==> config.mk <==
export PLATFORM = sky130hd
export DESIGN_NAME = fsm
export DESIGN_NICKNAME = d
export VERILOG_FILES = /design/src/rtl/fsm_pkg.sv /design/src/rtl/fsm.sv
export SDC_FILE = /design/constraint.sdc
export NUM_CORES = 1
export LEC_CHECK = 0
export CAP_MARGIN = 10
export CORE_AREA = 2 2 39 41
export CTS_CLUSTER_DIAMETER = 200
export DETAILED_ROUTE_END_ITERATION = 7
export DIE_AREA = 0 0 41 43
export HOLD_SLACK_MARGIN = 0.15
export PLACE_DENSITY = 0.64
export SYNTH_ARGS = -nofsm -noshare
export SYNTH_HDL_FRONTEND = slang
export SYNTH_SLANG_ARGS = --single-unit
==> constraint.sdc <==
create_clock -name clk -period 1.6 [get_ports clk]
set_input_delay 0.24 -clock clk [delete_from_list [all_inputs] [get_ports clk]]
set_output_delay 0.24 -clock clk [all_outputs]
set_load 0.03 [all_outputs]
==> src/rtl/fsm_pkg.sv <==
// Shared types and constants for the tail-light sequencer.
// States, lamp patterns, control-field indices and request decode.
package fsm_pkg;

    typedef enum logic [2:0] {
        IDLE = 3'd0,
        L1   = 3'd1,
        L2   = 3'd2,
        L3   = 3'd3,
        R1   = 3'd4,
        R2   = 3'd5,
        R3   = 3'd6,
        HAZ  = 3'd7
    } state_t;

    typedef enum logic [1:0] {
        REQ_NONE,
        REQ_LEFT,
        REQ_RIGHT,
        REQ_HAZ
    } req_t;

    localparam int IDX_LEFT  = 2;
    localparam int IDX_HAZ   = 1;
    localparam int IDX_RIGHT = 0;

    // Lamp order: LC LB LA RA RB RC
    localparam logic [5:0] PAT_IDLE = 6'b000000;
    localparam logic [5:0] PAT_L1   = 6'b001000;
    localparam logic [5:0] PAT_L2   = 6'b011000;
    localparam logic [5:0] PAT_L3   = 6'b111000;
    localparam logic [5:0] PAT_R1   = 6'b000100;
    localparam logic [5:0] PAT_R2   = 6'b000110;
    localparam logic [5:0] PAT_R3   = 6'b000111;
    localparam logic [5:0] PAT_HAZ  = 6'b111111;

    // Left and right together is treated as a hazard request.
    function automatic req_t decode_req(input logic [2:0] ctl);
        req_t r;
        if (ctl[IDX_HAZ] || (ctl[IDX_LEFT] && ctl[IDX_RIGHT]))
            r = REQ_HAZ;
        else if (ctl[IDX_LEFT])
            r = REQ_LEFT;
        else if (ctl[IDX_RIGHT])
            r = REQ_RIGHT;
        else
            r = REQ_NONE;
        return r;
    endfunction

endpackage

==> src/rtl/fsm.sv <==
// Thunderbird tail-light sequencer: Moore FSM driving six lamps.
// Sweeps left/right, flashes hazard; output decoded from state only.
module fsm
    import fsm_pkg::*;
(
    input  logic       clk,
    input  logic       clr,
    input  logic       en,
    input  logic [2:0] Input,
    output logic [5:0] Output
);

    state_t state;
    state_t state_nxt;
    req_t   req;

    assign req = decode_req(Input);

    always_ff @(posedge clk) begin
        if (clr)
            state <= IDLE;
        else if (en)
            state <= state_nxt;
    end

    // A started sweep ignores left/right changes; only hazard preempts it.
    always_comb begin
        state_nxt = IDLE;
        case (state)
            IDLE: begin
                case (req)
                    REQ_HAZ:   state_nxt = HAZ;
                    REQ_LEFT:  state_nxt = L1;
                    REQ_RIGHT: state_nxt = R1;
                    default:   state_nxt = IDLE;
                endcase
            end
            L1:      state_nxt = (req == REQ_HAZ) ? HAZ : L2;
            L2:      state_nxt = (req == REQ_HAZ) ? HAZ : L3;
            L3:      state_nxt = (req == REQ_HAZ) ? HAZ : IDLE;
            R1:      state_nxt = (req == REQ_HAZ) ? HAZ : R2;
            R2:      state_nxt = (req == REQ_HAZ) ? HAZ : R3;
            R3:      state_nxt = (req == REQ_HAZ) ? HAZ : IDLE;
            HAZ:     state_nxt = IDLE;
            default: state_nxt = IDLE;
        endcase
    end

    always_comb begin
        Output = PAT_IDLE;
        case (state)
            IDLE:    Output = PAT_IDLE;
            L1:      Output = PAT_L1;
            L2:      Output = PAT_L2;
            L3:      Output = PAT_L3;
            R1:      Output = PAT_R1;
            R2:      Output = PAT_R2;
            R3:      Output = PAT_R3;
            HAZ:     Output = PAT_HAZ;
            default: Output = PAT_IDLE;
        endcase
    end

endmodule

==> flow_summary.yaml <==
routing:
  drt_iter0_drc: 6
  viasPerCell: 4.585
  vias: 376
  first_pass_iters: 3
  wl_per_cell_um: 10.16
  drc: 0
  ant_nets: 0
  drt-total-wl_um: 833
floorplan:
  initial_utilization: 0.3083
  ios: 12
  die_h_um: 43
  core_um2: 1384
  dieArea_um2: 1763
  num_rows: 14
  die_w_um: 41
worst_setup_path:
  worstPathArrival_ns: 1.70
  worstSetupPathType: "in2reg"
  path_max_fanout: 3
  slowest_stage: "clkdlybuf4s50_1"
  crit_chain: "clkdlybuf4s50_1 > a21o_1 > maj3_2 > o211ai_4 > o21ai_1 > a21o_1"
  worstSetupEndpointType: "register"
  cpMostUsedCell: "a21o_1"
  slowest_delay_ns: 0.44
  crit_path_start_kind: "input pin"
  cp.required_ns: 1.75
sta:
  grt_setup_unrepaired: "false"
  period_share: 0.9688
  min_period_ns: 1.550
  report.final.setup_viol: 0
  finalHoldViolCount: 0
  fin_worst_skew_ns: 0.002879
  worstMarginPinSlew_ns: 0.3288
  fmax_ghz: 0.6451
  slew_headroom: 0.7808
  drv_slew: 0
synth:
  yosys-top-cells-area: "dfxtp_1 (42%), o211ai_4 (5.0%), a21oi_1 (4.7%), nor2_1 (4.4%), a31o_4 (4.1%)"
  synth-seq-cells: 9
  synthCells: 47
  async_flop_share: 0
  synth_area_um2: 426.7
  synth_warnings: 0
  seq_area_frac_synth: 0.4223
  synth_area_leader_cell: "dfxtp_1"
  synth-main-ff-cell: "dfxtp_1"
  synth_edf_count: 0
  synth_top_area_share: 0.4223
  syn-num-nets: 53
  ys_types: 24
  syn-mean-instance-area_um2: 9.078
place:
  portBuffers: 11
  place_congestion: 0.8136
  placed_cell_area_um2: 586.8
layout:
  fin_util: 0.4430
  drive_above_1_share: 0.2424
  area_delta_synth_final_pct: 43.70
  fillerInstances: 152
  num_antenna_cells: 0
  fin_area_um2: 613.1
  fin_nets: 73
global_routing:
  antenna_found_initial: 0
  track_usage: 0.1191
  top_usage_layer: "met2"
  grt_overflow: 0
  use_met3: 0.07853
  grtUsageMet2: 0.1594
  use_met1: 0.1503
  grt_max_degree: 9
  grt_first_pass_wirelength_um: 1386
  grt_pass1_vias: 342
cts:
  ctsResizeCount: 0
  clkTransAtPathRegs_ns: 0.06
  root_buffer: "clkbuf_4"
  cts_setup_buffers: 0
  cts_buffer_depth: 2
  clk_latency_ns: 0.25
  numCtsBuffers: 3
  htreeDepth: 1
  cts_hold_buffers: 0
  cts.sinks: 9
  cts_tree: "yes"
min_path:
  hold_path_class: "reg2reg"
power:
  worst_ir_drop_vdd_v: 0.0005240
  total_leakage_power_nw: 0.2624
  powerDensity_nw_per_um2: 1053
run_status:
  outcome: "finished clean"
flow_run:
  maxCapViolCount: 0
[layout make-up]
class	count	area, um^2	share of cell area
sequential	9	180.2	0.2939
inverter	5	18.77	0.03061
clock buffer	4	26.28	0.04286
multi-input combinational	33	227.7	0.3714
timing repair buffer	15	140.1	0.2286
tap	16	20.02	0.03265
[synthesized netlist by cell type (2+ instances only)]
library cell / instances
a21o_1: 2
a21oi_1: 4
dfxtp_1: 9
inv_1: 3
inv_2: 2
nand2_1: 4
nor2_1: 5
o21ai_0: 2
[metrics by stage]
step	TNS [ns]	setup WS, ns	cells	total power, mW	hold WS (ns)
2_1_floorplan	0	0.2391	47	0.3998	0.3111
3_3_place_gp	-0.6230	-0.1883	78	0.4827	0.6265
3_5_place_dp	-0.6792	-0.2075	78	0.4844	0.6218
4_1_cts	0	0.05567	82	0.6540	0.6367
5_1_grt	0	0.01635	82	0.6887	0.6559
6_report	0	0.04994	82	0.6456	0.6291
[state kept, by name, summed over array words and instances, names as in the netlist]
name    flops
Output      6
state       3
[layout by cell type (no fill, tap or decap), types with 2 or more instances in the layout]
master           count
clkdlybuf4s50_1     11
dfxtp_1              9
nor2_1               5
a21oi_1              4
nand2_1              4
buf_4                4
inv_1                3
clkbuf_4             3
inv_2                2
a21o_1               2
o21ai_0              2
[where the power goes]
part / internal, mW / switching, mW / leakage [nW]
registers: 0.253 / 0.0174 / 0.0749
clock network: 0.0956 / 0.0716 / 0.0150
logic: 0.0980 / 0.110 / 0.172
[worst paths after layout]
| check | slack (ns) | start | endpoint | cells after the start |
|---|---|---|---|---|
| max | 0.05 | Input[2] | Output[3] | 6 |
| min | 0.63 | state[1] | Output[1] | 2 |
| max reg2reg | 0.10 | state[0] | Output[3] | 5 |
| min reg2reg | 0.63 | state[1] | Output[1] | 2 |
[layer usage]
metal | vias up | routed length [um]
met5 | - | 0
met4 | 0 | 0
met3 | 0 | 46
met2 | 10 | 374
met1 | 160 | 412
li1 | 206 | -
[logic make-up after synthesis]
family,synth area share
AND/OR/NAND/NOR,0.2141
buffers and inverters,0.04399
AO/OA/AOI/OAI,0.2933
flip-flops,0.4223
adder cells (fa/ha/maj),0.02639
[critical path, delay by kind of cell]
kind,cells,cell delay [ns]
AO/OA/AOI/OAI,4,0.70
buffers and inverters,1,0.44
adder cells (fa/ha/maj),1,0.32
Note: power is estimated with default switching activity, not from simulation.
